===== src/rtl/pc_stack_unit.sv =====
// Fetch-stage program counter with stall, jump, relative branch and a
// call/return LIFO; stack overflow/underflow raise sticky error flags.
module pc_stack_unit #(
  parameter int WIDTH       = 8,
  parameter int OFF_WIDTH   = 8,
  parameter int INC         = 1,
  parameter int RESET_ADDR  = 0,
  parameter int STACK_DEPTH = 4
) (
  input  logic                               clk,
  input  logic                               reset,
  input  logic                               stall,
  input  logic                               jump,
  input  logic [WIDTH-1:0]                   jump_addr,
  input  logic                               branch,
  input  logic [OFF_WIDTH-1:0]               branch_off,
  input  logic                               call,
  input  logic [WIDTH-1:0]                   call_addr,
  input  logic                               ret,
  output logic [WIDTH-1:0]                   pc,
  output logic [$clog2(STACK_DEPTH+1)-1:0]   sp,
  output logic                               stack_full,
  output logic                               stack_empty,
  output logic                               ovf_err,
  output logic                               unf_err
);

  localparam int SP_W  = $clog2(STACK_DEPTH + 1);
  localparam int IDX_W = (STACK_DEPTH > 1) ? $clog2(STACK_DEPTH) : 1;
  localparam int SLOTS = 1 << IDX_W;
  localparam logic [WIDTH-1:0] INC_V  = WIDTH'(INC);
  localparam logic [WIDTH-1:0] RST_V  = WIDTH'(RESET_ADDR);
  localparam logic [SP_W-1:0]  SP_MAX = SP_W'(STACK_DEPTH);
  localparam logic [SP_W-1:0]  SP_ONE = SP_W'(1);

  logic [WIDTH-1:0] pc_r;
  logic [SP_W-1:0]  sp_r;
  logic             ovf_r;
  logic             unf_r;
  logic [WIDTH-1:0] stack_r [SLOTS];

  logic [WIDTH-1:0] pc_nxt_s;
  logic [SP_W-1:0]  sp_nxt_s;
  logic             push_s;
  logic             ovf_set_s;
  logic             unf_set_s;
  logic             full_s;
  logic             empty_s;
  logic [WIDTH-1:0] off_ext_s;
  logic [WIDTH-1:0] ret_addr_s;
  logic [IDX_W-1:0] top_idx_s;
  logic [IDX_W-1:0] wr_idx_s;

  assign full_s     = (sp_r == SP_MAX);
  assign empty_s    = (sp_r == {SP_W{1'b0}});
  // Size cast of a signed operand sign-extends, also when OFF_WIDTH == WIDTH.
  assign off_ext_s  = WIDTH'($signed(branch_off));
  assign ret_addr_s = pc_r + INC_V;
  assign top_idx_s  = IDX_W'(sp_r - SP_ONE);
  assign wr_idx_s   = IDX_W'(sp_r);

  // Next pc/sp and error events, one action per cycle in priority order.
  always_comb begin
    pc_nxt_s  = pc_r;
    sp_nxt_s  = sp_r;
    push_s    = 1'b0;
    ovf_set_s = 1'b0;
    unf_set_s = 1'b0;
    if (stall) begin
      pc_nxt_s = pc_r;
    end else if (ret) begin
      if (!empty_s) begin
        pc_nxt_s = stack_r[top_idx_s];
        sp_nxt_s = sp_r - SP_ONE;
      end else begin
        unf_set_s = 1'b1;
      end
    end else if (call) begin
      if (!full_s) begin
        push_s   = 1'b1;
        pc_nxt_s = call_addr;
        sp_nxt_s = sp_r + SP_ONE;
      end else begin
        ovf_set_s = 1'b1;
      end
    end else if (jump) begin
      pc_nxt_s = jump_addr;
    end else if (branch) begin
      pc_nxt_s = pc_r + off_ext_s;
    end else begin
      pc_nxt_s = pc_r + INC_V;
    end
  end

  // Control state register with synchronous reset and sticky error flags.
  always_ff @(posedge clk) begin
    if (reset) begin
      pc_r  <= RST_V;
      sp_r  <= {SP_W{1'b0}};
      ovf_r <= 1'b0;
      unf_r <= 1'b0;
    end else begin
      pc_r  <= pc_nxt_s;
      sp_r  <= sp_nxt_s;
      ovf_r <= ovf_r | ovf_set_s;
      unf_r <= unf_r | unf_set_s;
    end
  end

  // Return-address storage; contents are don't-care after reset.
  always_ff @(posedge clk) begin
    if (!reset && push_s) begin
      stack_r[wr_idx_s] <= ret_addr_s;
    end
  end

  assign pc          = pc_r;
  assign sp          = sp_r;
  assign stack_full  = full_s;
  assign stack_empty = empty_s;
  assign ovf_err     = ovf_r;
  assign unf_err     = unf_r;

endmodule


===== config.mk =====
export PLATFORM = sky130hd
export DESIGN_NAME = pc_stack_unit
export DESIGN_NICKNAME = d
export VERILOG_FILES = /design/src/rtl/pc_stack_unit.sv
export SDC_FILE = /design/constraint.sdc
export NUM_CORES = 1
export LEC_CHECK = 0
export ABC_AREA = 0
export ABC_CLOCK_PERIOD_IN_PS = 6600
export CAP_MARGIN = 20
export CORE_MARGIN = 2
export CORE_UTILIZATION = 29
export CTS_CLUSTER_DIAMETER = 200
export CTS_CLUSTER_SIZE = 28
export DETAILED_ROUTE_END_ITERATION = 8
export SYNTH_ARGS = -nofsm -noshare
export SYNTH_HDL_FRONTEND = slang
export SYNTH_SLANG_ARGS = --single-unit
export TNS_END_PERCENT = 1

===== constraint.sdc =====
create_clock -name clk -period 6.6 [get_ports clk]
set_input_delay 0.66 -clock clk [delete_from_list [all_inputs] [get_ports clk]]
set_output_delay 0.66 -clock clk [all_outputs]
set_load 0.01 [all_outputs]

# After elaboration in Yosys (flattened, before gate mapping)
# Memories as Yosys holds them, arrays and structs flattened.
# Cells that the tools add are included.
dict set report totals {
  regBits 13
  mem_bits_rw 32
  in_bits 31
  out_inout_bits 15
  mem_count 1
}
# memory depth width rd rd_clocked_by_memory_dff wr line
set memory_table {}
lappend memory_table {stack_r 4 8 1 0 1 40} ;# logic [WIDTH-1:0] stack_r [SLOTS];
dict set report classes {
  n_addsub 4
  n_eq_ne 4
  mux 23
  bitwise 3
  reduce_logical 6
}
# operator count
set ops {}
lappend ops {{$mux W8} 6}
lappend ops {{$mux W1} 13}
lappend ops {{$mux W3} 4}
lappend ops {{$add A8 B1 Y8 const B} 1}
lappend ops {{$add A8 B8 Y8} 1}
lappend ops {{$ne A2 B2 Y1 const B} 2}
lappend ops {{$reduce_and A4 Y1} 1}
lappend ops {{$add A3 B1 Y3 const B} 1}
lappend ops {{$eq A3 B3 Y1 const B} 1}
lappend ops {{$logic_not A3 Y1} 1}
lappend ops {{$ne A3 B3 Y1 const B} 1}
lappend ops {{$reduce_and A3 Y1} 1}
lappend ops {{$sub A3 B1 Y3 const B} 1}
lappend ops {{$or A1 B1 Y1} 2}
lappend ops {{$reduce_bool A2 Y1} 1}
lappend ops {{$logic_and A1 B1 Y1} 1}
lappend ops {{$logic_not A1 Y1} 1}
lappend ops {{$not A1 Y1} 1}

# Longest topological paths before layout
# Gate-level depths: netlist (run 1).
dict set report logic_depth {
  word_depth 8
  ltp_mapped 10
  depth_no_buf 8
}

# Least setup slack after synthesis (run 1)
# OpenSTA, ideal clock, no wires.
dict set report synth_path {
  kind {reg2reg}
  from {register sp_r[0], in the netlist sp[0]}
  to {memory stack_r[0][0], enable pin}
  setup_time_ps 398
  arrival_time_ps 2278
  slack_ps 3924
  stages_incl_launch_ff 6
  n_path_buf 1
  synth_period_minus_slack_ps 2676
  path_cell_list {dfxtp_1 -> buf_4 -> inv_1 -> ha_1 -> nor2b_1 -> nor4b_1}
}
dict set report synth_between {
  elab_chain_cells 8
}
# item line
set synth_rtl {}
lappend synth_rtl {{start, declared} 37} ;# logic [SP_W-1:0] sp_r;
lappend synth_rtl {{start signal, assigned} 99} ;# sp_r <= {SP_W{1'b0}};
lappend synth_rtl {{start signal, assigned} 104} ;# sp_r <= sp_nxt_s;
lappend synth_rtl {{$eq A3 B3 Y1} 54} ;# assign full_s = (sp_r == SP_MAX);
lappend synth_rtl {{$mux W1} 79} ;# if (!full_s) begin
lappend synth_rtl {{$mux W1} 78} ;# end else if (call) begin
lappend synth_rtl {{$mux W1} 71} ;# end else if (ret) begin
lappend synth_rtl {{$mux W1} 69} ;# if (stall) begin
lappend synth_rtl {{$logic_and A1 B1 Y1} 112} ;# if (!reset && push_s) begin
lappend synth_rtl {{$mux W1} 112}
lappend synth_rtl {{$mux W1 (not written as such)} 113} ;# stack_r[wr_idx_s] <= ret_addr_s;
lappend synth_rtl {{end, declared} 40}
# Several ways; a longest one is shown, not always the timed one.

# Worst setup path in the final report (run 1)
dict set report layout_path {
  from {register sp_r[0], in the netlist sp[0]}
  to {output stack_empty}
}
dict set report layout_between {
  elab_chain_cells 1
}
# item line
set layout_rtl {}
lappend layout_rtl {{$logic_not A3 Y1} 55} ;# assign empty_s = (sp_r == {SP_W{1'b0}});
lappend layout_rtl {{end, declared} 23} ;# output logic stack_empty,
# No other way between the ends.

==> results.py, run 1 <==
metrics = {
    "status": {
        "status": "complete, no violations",
    },
    "worst_setup_path": {
        "r2r.worst_path.cells": 5,
        "r2r_setup_slack_ns": 3.94,
        "cp_max_fo": 12,
        "endpoint_kind": "output port",
        "cp.required_ns": 5.94,
        "r2r-end": "stack_r[1][1]$_DFFE_PP_",
        "worst_ep_arrival_time_ns": 2.37,
        "path_class": "reg -> out",
        "critPathLaunchType": "flop",
        "rr_startpoint": "sp[0]$_SDFFE_PP0P_",
    },
    "clocking": {
        "cts_hold_buf": 0,
        "clockBufferDepth": 2,
        "htree_levels": 2,
        "cts_buffers": 5,
        "postCtsSetupBuffers": 0,
        "cts_resized": 0,
        "clkLatencyLatePin_ns": 0.30,
        "cts.clk_slew.worst_paths_ns": 0.09,
        "cts_root_buffer": "clkbuf_8",
        "clock_sinks": 45,
        "cts_tree": "done",
    },
    "finish": {
        "finish.utilization_pct": 37.5,
        "seq_area_mm2": 0.00122,
        "drive_above_1_share_pct": 8.79,
        "fill_cells": 870,
        "fin_nets": 317,
        "multi_input_area_mm2": 0.00127,
        "num_antenna_cells": 0,
        "area_growth_pct": 25.7,
    },
    "worst_hold_path": {
        "hold_path_class": "reg -> reg",
        "hp-start": "unf_err$_SDFF_PP0_",
        "hold_end": "unf_err$_SDFF_PP0_",
        "holdPathStages": 2,
    },
    "synthesis": {
        "synthesis.area_mm2": 0.00259,
        "synth-edff-count": 32,
        "ys_types": 52,
        "synth-async-reset-ratio_pct": 0,
        "syn_inst": 229,
        "syn-num-nets": 274,
        "synthFlopType": "edfxtp_1",
        "seq_area_frac_synth_pct": 47.2,
        "avgSynthCellArea_um2": 11.3,
        "synth_warnings": 0,
        "ys_ff_latch": 45,
    },
    "floorplanning": {
        "start_util_pct": 29.8,
        "die_y_um": 98.4,
        "core_area_mm2": 0.00868,
        "die_area_mm2": 0.00969,
        "boundaryPins": 46,
        "die_width_um": 98.4,
        "rows": 34,
    },
    "place": {
        "io_buffers": 45,
        "dp_hpwl_um": 4750,
        "gp_congestion": 0.890,
    },
    "global_routing": {
        "grt_util_met1_pct": 16.8,
        "grt_pass1_vias": 1980,
        "antenna_found_initial": 0,
        "grt_usage_pct": 13.1,
        "grt_util_met2_pct": 22.1,
        "grt.busiest_layer": "met2",
        "use_met3_pct": 2.77,
        "grt_max_degree": 19,
        "grt_pass1_wl_um": 10000,
        "overflow": 0,
    },
    "sta": {
        "fmax_mhz": 330,
        "slew_headroom_pct": 50.9,
        "fin_worst_skew_ns": 0.0107,
        "fin_crit_sh_pct": 45.9,
        "layout_min_cycle_time_ns": 3.03,
        "worst_slew_pin_slew_ns": 0.735,
        "tns_ns": 0,
        "finalMaxSlewViolations": 0,
        "finalSetupViolCount": 0,
        "finalHoldViolCount": 0,
        "rsz0062_at_grt": "false",
    },
    "detailed_routing": {
        "finalWirelength_um": 6290,
        "avgViaCountPerCell": 5.13,
        "drc": 0,
        "firstDrtPassIters": 4,
        "avgRoutedWirePerCell_um": 16.5,
        "ant_nets": 0,
        "drt-initial-drc-count": 76,
        "vias": 1953,
    },
    "power_and_ir_drop": {
        "peakVddDrop_mv": 0.0891,
        "power.leakage_nw": 1.12,
        "power_density_mw_per_mm2": 239,
    },
    "run": {
        "max_cap_viol_count": 0,
    },
}
worst max path at each step:
stage	to	slack, ns	startpoint
5_1_grt	stack_empty	3.42	sp[0]$_SDFFE_PP0P_
2_1_floorplan	stack_r[0][0]$_DFFE_PP_	3.92	sp[0]$_SDFFE_PP0P_
3_3_place_gp	pc[5]$_SDFFE_PP0P_	3.65	ret
4_1_cts	stack_empty	3.53	sp[0]$_SDFFE_PP0P_
6_report	stack_empty	3.57	sp[0]$_SDFFE_PP0P_
3_5_place_dp	stack_r[2][7]$_DFFE_PP_	3.59	ret
layout by cell type (no fill, tap or decap), types with 3 or more instances in the layout:
cell / instances
and2_1: 5
mux4_2: 8
clkbuf_8: 5
nand3_1: 4
o21ai_1: 4
clkdlybuf4s50_1: 45
ha_1: 13
edfxtp_1: 32
o22ai_1: 5
nor2b_1: 6
dfxtp_1: 13
nand2_1: 15
or3_1: 5
nor2_1: 17
mux2i_1: 4
inv_1: 9
nor3_1: 4
xnor2_1: 7
a211oi_1: 3
xor2_1: 3
o21ai_0: 5
a21oi_1: 14
nand2b_1: 4
a311oi_1: 3
a31oi_1: 3
worst max-delay path, cell delays in order (launching register included):
cell and delay (ns):
dfxtp_1 0.54, inv_1 0.25, ha_1 0.20, nor2b_1 0.45, clkdlybuf4s50_1 0.64
state kept, by name (all words and copies together), names as in the netlist:
signal,flops
stack_r,32
ovf_err,1
sp,3
unf_err,1
pc,8
per-stage QoR:
stage | cell area (µm²) | hold WS (ns) | power, mW | std cells | worst slack [ns]
final | 3250 | 0.489 | 0.778 | 381 | 3.57
after global routing | 3250 | 0.549 | 0.815 | 381 | 3.42
after CTS | 3250 | 0.490 | 0.784 | 381 | 3.53
after detailed placement | 3120 | 0.461 | 0.541 | 373 | 3.59
after global placement | 3120 | 0.458 | 0.540 | 373 | 3.65
after floorplan | 2590 | 0.505 | 0.467 | 229 | 3.92
kinds of logic (layout without fill, tap and decap cells):
logic type	Yosys count	after routing	synth area share, %
AOI/OAI and AO/OA	58	58	16.0
xor gates and xnor gates	10	10	3.39
adders and majority gates	14	14	7.06
buffers and inverters	19	63	3.72
DFF	45	45	47.2
muxes	12	12	8.51
and+or+nand+nor	71	71	14.1
final cells by class:
cell class              count  share of cell area (%)
well taps                 108                    4.16
clock inverters             3                    2.00
multi-input cells         165                    39.0
repair buffers             46                    14.1
flip-flops and latches     45                    37.6
inverters                   9                    1.04
clock buffers               5                    2.12
synthesized netlist by cell type, drive strengths merged, types with 5 or more instances:
master | n | area share, %
nor2b | 7 | 1.8
nor2 | 17 | 2.5
xnor2 | 7 | 2.4
nand2 | 15 | 2.2
o21ai | 9 | 1.7
inv | 9 | 1.3
a211oi | 5 | 1.8
mux4 | 8 | 7.0
edfxtp | 32 | 37
dfxtp | 13 | 10
o22ai | 5 | 1.2
ha | 13 | 6.3
or3 | 5 | 1.2
and2 | 6 | 1.5
a21oi | 14 | 2.7
buf | 6 | 1.8
power by group:
| part | total, mW | switching, mW | internal [mW] | leakage, nW |
|---|---|---|---|---|
| logic | 0.195 | 0.0967 | 0.0979 | 0.657 |
| clock network | 0.243 | 0.0930 | 0.150 | 0.0681 |
| registers | 0.340 | 0.0204 | 0.319 | 0.399 |
metal layers:
layer  vias up  wire [µm]
met5         -          0
met4         0        157
met3        15        290
met2        43       3030
met1       941       2810
li1        954          -
Power figures use the tool's default switching activity.
==> run 2: changes to the inputs <==
--- a/config.mk
+++ b/config.mk
@@ -6,7 +6,7 @@
 export NUM_CORES = 1
 export LEC_CHECK = 0
 export ABC_AREA = 0
-export ABC_CLOCK_PERIOD_IN_PS = 6600
+export ABC_CLOCK_PERIOD_IN_PS = 3100
 export CAP_MARGIN = 20
 export CORE_MARGIN = 2
 export CORE_UTILIZATION = 29
==> constraint.sdc (replaced) <==
create_clock -name clk -period 3.1 [get_ports clk]
set_input_delay 0.31 -clock clk [delete_from_list [all_inputs] [get_ports clk]]
set_output_delay 0.31 -clock clk [all_outputs]
set_load 0.01 [all_outputs]
==> run 2 against run 1 <==
Against the previous run:
- first-iteration DRC count rose by 21%
- non-clock buffer count rose by 4
- final cell count rose by 1.0%
- via count fell by 1.1%
- die area did not move
- clock power rose by 80%
- core utilization rose by 0.072 points
- critical path depth did not move
- largest power group unchanged
==> results.py, run 2 (same netlist as run 1, synthesis figures left out) <==
metrics = {
    "worst_setup_path": {
        "crit_buf_inv": 2,
        "endpoint_kind": "output port",
        "r2r.worst_path.cells": 7,
        "cp.required_ns": 2.79,
        "cp_top_family": "buffers and inverters",
        "endpoint": "stack_empty",
        "max_stage_delay_ns": 0.64,
        "r2r-end": "pc[3]$_SDFFE_PP0P_",
        "path_cells": "inv_1 > ha_1 > nor2b_1 > clkdlybuf4s50_1",
        "r2r_setup_slack_ns": 0.94,
        "cpMaxStageDelayCell": "clkdlybuf4s50_1",
        "rr_startpoint": "sp[1]$_SDFFE_PP0P_",
        "path_class": "reg -> out",
        "critPathLaunchType": "flop",
        "cp_max_fo": 6,
        "cp.depth": 4,
        "worst_ep_arrival_time_ns": 2.02,
        "cp-startpoint": "sp[1]$_SDFFE_PP0P_",
    },
    "finish": {
        "postLayoutCellArea_mm2": 0.00326,
        "largest_reg_flops": 32,
        "top_register": "stack_r",
        "layout.cells.non_filler": 385,
        "fill_cells": 877,
        "finish.utilization_pct": 37.5,
        "area_growth_pct": 25.9,
        "mostFrequentLayoutCell": "clkdlybuf4s50_1",
        "fin_nets": 321,
        "final_cell_mix": "clkdlybuf4s50_1 (45), edfxtp_1 (32), nor2_1 (17)",
        "num_antenna_cells": 0,
        "drive_above_1_share_pct": 9.75,
    },
    "place": {
        "dp.cells": 377,
        "place_ws_ns": 0.688,
        "dp_hpwl_um": 4790,
        "io_buffers": 45,
        "gp_congestion": 0.815,
        "placed_cell_area_mm2": 0.00315,
    },
    "status": {
        "status": "complete, no violations",
    },
    "sta": {
        "fin_worst_skew_ns": 0.0108,
        "finalHoldViolCount": 0,
        "slew_headroom_pct": 62.5,
        "finalMaxSlewViolations": 0,
        "fin_ws_ns": 0.768,
        "fin_crit_sh_pct": 75.2,
        "finalSetupViolCount": 0,
        "holdWs_ns": 0.486,
        "rsz0062_at_grt": "false",
        "worst_slew_pin_slew_ns": 0.558,
        "tns_ns": 0,
        "fmax_mhz": 429,
        "layout_min_cycle_time_ns": 2.33,
    },
    "detailed_routing": {
        "avgViaCountPerCell": 5.02,
        "drt-initial-drc-count": 92,
        "avgRoutedWirePerCell_um": 16.7,
        "firstDrtPassIters": 4,
        "drc": 0,
        "ant_nets": 0,
        "finalWirelength_um": 6440,
        "vias": 1932,
    },
    "clocking": {
        "cts.clk_slew.worst_paths_ns": 0.08,
        "cts_resized": 0,
        "cts_root_buffer": "clkbuf_8",
        "cts_tree": "done",
        "postCtsSetupBuffers": 0,
        "clkLatencyLatePin_ns": 0.30,
        "clock_sinks": 45,
        "cts_hold_buf": 0,
        "cts_buffers": 5,
        "clockBufferDepth": 2,
        "htree_levels": 2,
    },
    "global_routing": {
        "grt_pass1_wl_um": 10300,
        "grt_pass1_vias": 2007,
        "grt_usage_pct": 13.5,
        "antenna_found_initial": 0,
        "overflow": 0,
        "grt_max_degree": 19,
    },
    "floorplanning": {
        "die_area_mm2": 0.00969,
        "die_y_um": 98.4,
        "core_area_mm2": 0.00868,
        "start_util_pct": 29.8,
        "boundaryPins": 46,
        "rows": 34,
        "die_width_um": 98.4,
    },
    "power_and_ir_drop": {
        "power_density_mw_per_mm2": 486,
        "peakVddDrop_mv": 0.256,
        "p_total_mw": 1.58,
        "power.leakage_nw": 1.13,
    },
    "worst_hold_path": {
        "hold_path_class": "reg -> reg",
    },
    "run": {
        "max_cap_viol_count": 0,
    },
}
==> run 2: cell count changes in the layout (fill, tap and decap cells not counted) <==
cell	delta
clkinvlp_4	+1
bufinv_16	-1
clkinv_2	-1
buf_4	+4
clkinv_1	+1
==> run 2: worst min path at each step <==
| stage | startpoint | end | slack, ns | depth (start not counted) |
|---|---|---|---|---|
| 4_1_cts | unf_err$_SDFF_PP0_ | unf_err$_SDFF_PP0_ | 0.49 | 2 |
| 3_3_place_gp | unf_err$_SDFF_PP0_ | unf_err$_SDFF_PP0_ | 0.47 | 2 |
| 3_5_place_dp | unf_err$_SDFF_PP0_ | unf_err$_SDFF_PP0_ | 0.46 | 2 |
| 5_1_grt | ovf_err$_SDFF_PP0_ | ovf_err$_SDFF_PP0_ | 0.55 | 2 |
| 2_1_floorplan | ovf_err$_SDFF_PP0_ | ovf_err$_SDFF_PP0_ | 0.50 | 2 |
| 6_report | unf_err$_SDFF_PP0_ | unf_err$_SDFF_PP0_ | 0.49 | 2 |
==> run 2: worst reg2reg max path, stage by stage, from the launching register on <==
cell and delay, ns:
dfxtp_1 0.34, inv_1 0.13, ha_1 0.18, nor2b_1 0.45, a221o_1 0.51, a221oi_1 0.09
or3_1 0.32, o21ai_1 0.08
==> run 2: report_power, final <==
part           switching [mW]  total, mW  internal [mW]
clock network           0.201      0.438          0.237
registers              0.0333      0.713          0.680
logic                   0.218      0.432          0.213
total                   0.452       1.58           1.13
==> run 2: routing by layer <==
layer	wire length [µm]	up-vias	GRT usage (%)
li1	-	958	-
met1	2890	929	17.8
met2	3240	38	22.9
met3	246	7	2.55
met4	57	0	3.90
met5	0	-	0
==> run 2: layout make-up <==
| type | count | area [µm²] | share of cell area, % |
|---|---|---|---|
| Tap cell | 108 | 135 | 4.15 |
| Clock buffer | 5 | 68.8 | 2.11 |
| Multi-Input combinational cell | 165 | 1270 | 39.0 |
| Timing Repair Buffer | 50 | 488 | 15.0 |
| Clock inverter | 3 | 41.3 | 1.27 |
| Sequential cell | 45 | 1220 | 37.5 |
| Inverter | 9 | 33.8 | 1.04 |
==> run 3: changes to the inputs <==
--- a/config.mk
+++ b/config.mk
@@ -6,7 +6,7 @@
 export NUM_CORES = 1
 export LEC_CHECK = 0
 export ABC_AREA = 0
-export ABC_CLOCK_PERIOD_IN_PS = 3100
+export ABC_CLOCK_PERIOD_IN_PS = 1900
 export CAP_MARGIN = 20
 export CORE_MARGIN = 2
 export CORE_UTILIZATION = 29
==> constraint.sdc (replaced) <==
create_clock -name clk -period 1.9 [get_ports clk]
set_input_delay 0.19 -clock clk [delete_from_list [all_inputs] [get_ports clk]]
set_output_delay 0.19 -clock clk [all_outputs]
set_load 0.01 [all_outputs]
==> run 3 against run 2 <==
Against the previous run:
- routed wire length rose by 6.0%
- first-iteration DRC count did not move
- critical path depth rose by 3
- worst hold slack improved by 0.012 ns
- combinational power rose by 99%
- register-to-register slack got worse by 0.86 ns
- clock skew rose by 0.0014 ns
- critical path type is now reg -> reg
- critical endpoint is now stack_r[1][4]$_DFFE_PP_
==> results.py, run 3 (same netlist as run 1, synthesis figures left out) <==
metrics = {
    "global_routing": {
        "antenna_found_initial": 0,
        "grt_usage_pct": 14.1,
        "grt_pass1_wl_um": 10900,
        "grt_pass1_vias": 2214,
        "grt_max_degree": 18,
        "overflow": 0,
    },
    "sta": {
        "worst_slew_pin_slew_ns": 0.474,
        "slew_headroom_pct": 68.1,
        "layout_min_cycle_time_ns": 1.82,
        "finalMaxSlewViolations": 0,
        "fin_worst_skew_ns": 0.0122,
        "finalSetupViolCount": 0,
        "fin_crit_sh_pct": 95.6,
        "finalHoldViolCount": 0,
        "fmax_mhz": 550,
        "tns_ns": 0,
        "rsz0062_at_grt": "false",
    },
    "detailed_routing": {
        "avgRoutedWirePerCell_um": 16.1,
        "drc": 0,
        "finalWirelength_um": 6820,
        "drt-initial-drc-count": 92,
        "avgViaCountPerCell": 4.97,
        "vias": 2114,
        "ant_nets": 0,
        "firstDrtPassIters": 4,
    },
    "clocking": {
        "cts.clk_slew.worst_paths_ns": 0.09,
        "htree_levels": 2,
        "clockBufferDepth": 2,
        "cts_root_buffer": "clkbuf_8",
        "cts_buffers": 5,
        "cts_tree": "done",
        "clkLatencyLatePin_ns": 0.30,
        "clock_sinks": 45,
    },
    "status": {
        "status": "complete, no violations",
    },
    "worst_setup_path": {
        "max_stage_delay_ns": 0.38,
        "r2r.worst_path.cells": 7,
        "rr_startpoint": "sp[0]$_SDFFE_PP0P_",
        "critPathLaunchType": "flop",
        "r2r_setup_slack_ns": 0.08,
        "worst_ep_arrival_time_ns": 1.83,
        "path_cells": "inv_8 > ha_4 > and2_4 > nor4_1 > buf_4 > and2_1 > buf_12",
        "cp.required_ns": 1.91,
        "endpoint_kind": "flop",
        "r2r-end": "stack_r[1][4]$_DFFE_PP_",
        "cp_max_fo": 8,
        "endpoint": "stack_r[1][4]$_DFFE_PP_",
        "cpMaxStageDelayCell": "dfxtp_4",
        "path_class": "reg -> reg",
        "cp-startpoint": "sp[0]$_SDFFE_PP0P_",
    },
    "floorplanning": {
        "boundaryPins": 46,
        "die_area_mm2": 0.00969,
        "core_area_mm2": 0.00868,
        "start_util_pct": 29.8,
        "die_y_um": 98.4,
        "rows": 34,
        "die_width_um": 98.4,
    },
    "finish": {
        "fill_cells": 817,
        "drive_above_1_share_pct": 24.9,
        "fin_nets": 361,
        "num_antenna_cells": 0,
        "final_cell_mix": "clkdlybuf4s50_1 (42), buf_4 (41), edfxtp_1 (32)",
        "largest_reg_flops": 32,
        "mostFrequentLayoutCell": "clkdlybuf4s50_1",
        "top_register": "stack_r",
        "area_growth_pct": 41.9,
        "seq_area_mm2": 0.00123,
        "multi_input_area_mm2": 0.00132,
    },
    "place": {
        "dp_hpwl_um": 5330,
        "gp_congestion": 0.823,
        "io_buffers": 45,
    },
    "worst_hold_path": {
        "hp-start": "ovf_err$_SDFF_PP0_",
        "hold_path_class": "reg -> reg",
    },
    "power_and_ir_drop": {
        "p_sw_uw": 775,
        "clkPwrFrac_pct": 26.5,
        "peakVddDrop_mv": 0.329,
        "swShare_pct": 28.3,
        "power.leakage_nw": 1.39,
        "p_comb_share_pct": 31.4,
        "intPower_mw": 1.96,
        "p_total_mw": 2.74,
        "seqPwrFrac_pct": 42.1,
        "power_density_mw_per_mm2": 745,
    },
    "run": {
        "max_cap_viol_count": 0,
    },
}
==> run 3: layout make-up <==
cell class                 count  share of cell area (%)
sequential                    45                    33.5
multi-input combinational    165                    36.0
timing repair buffer          90                    22.7
inverter                       9                    1.12
clock buffer                   5                    1.87
clock inverter                 3                    1.12
tap                          108                    3.68
==> run 3: worst min-delay path by stage <==
stage / end / slack, ns / cells after the start
CTS: unf_err$_SDFF_PP0_ / 0.50 / 2
finish: ovf_err$_SDFF_PP0_ / 0.50 / 2
detailed placement: unf_err$_SDFF_PP0_ / 0.48 / 2
global route: unf_err$_SDFF_PP0_ / 0.54 / 2
floorplan: pc[0]$_SDFFE_PP0P_ / 0.40 / 3
global placement: unf_err$_SDFF_PP0_ / 0.46 / 2
==> run 3: worst max-delay path: cells and delay by family (launching register included) <==
kind,cells,cell delay [ns]
buf+inv,3,0.36
fa+ha+maj,1,0.14
simple gates,3,0.64
flops,1,0.38
==> run 3: power by group through the flow <==
stage               registers [mW]  logic (mW)  clock network (mW)
finish                        1.15       0.860               0.725
detailed placement            1.17       0.854                   0
CTS                           1.15       0.856               0.744
global placement              1.17       0.843                   0
global route                  1.16       0.943               0.787
floorplan                     1.19       0.461                   0
==> run 3: repair_timing <==
| item | 4_1_cts | 5_1_grt |
|---|---|---|
| resized for setup | 4 | 11 |
| endpoints found under the setup margin | 3 | 7 |
| setup buffers | 0 | 1 |
| pin swaps | 0 | 3 |
| hold buffers | 0 | 0 |
==> run 3: layer usage <==
metal	vias to the layer above	global-route usage, %	wire, µm	part of all wire [%]
met5	-	0	0	0
met4	0	4.64	125	1.8
met3	13	3.05	250	3.7
met2	43	24.8	3440	50
met1	1016	17.2	3010	44
li1	1042	-	-	-
==> run 3: through the flow <==
step / instances / setup WS (ns) / utilization (%) / instance area [µm²] / hold slack, ns
floorplan: 229 / -0.130 / - / 2640 / 0.398
global placement: 416 / -0.182 / 40.5 / 3520 / 0.458
detailed placement: 416 / -0.241 / 40.5 / 3520 / 0.479
CTS: 424 / 0.0229 / 41.8 / 3630 / 0.503
global route: 425 / 0.00182 / 42.3 / 3670 / 0.544
finish: 425 / 0.0828 / 42.3 / 3670 / 0.498
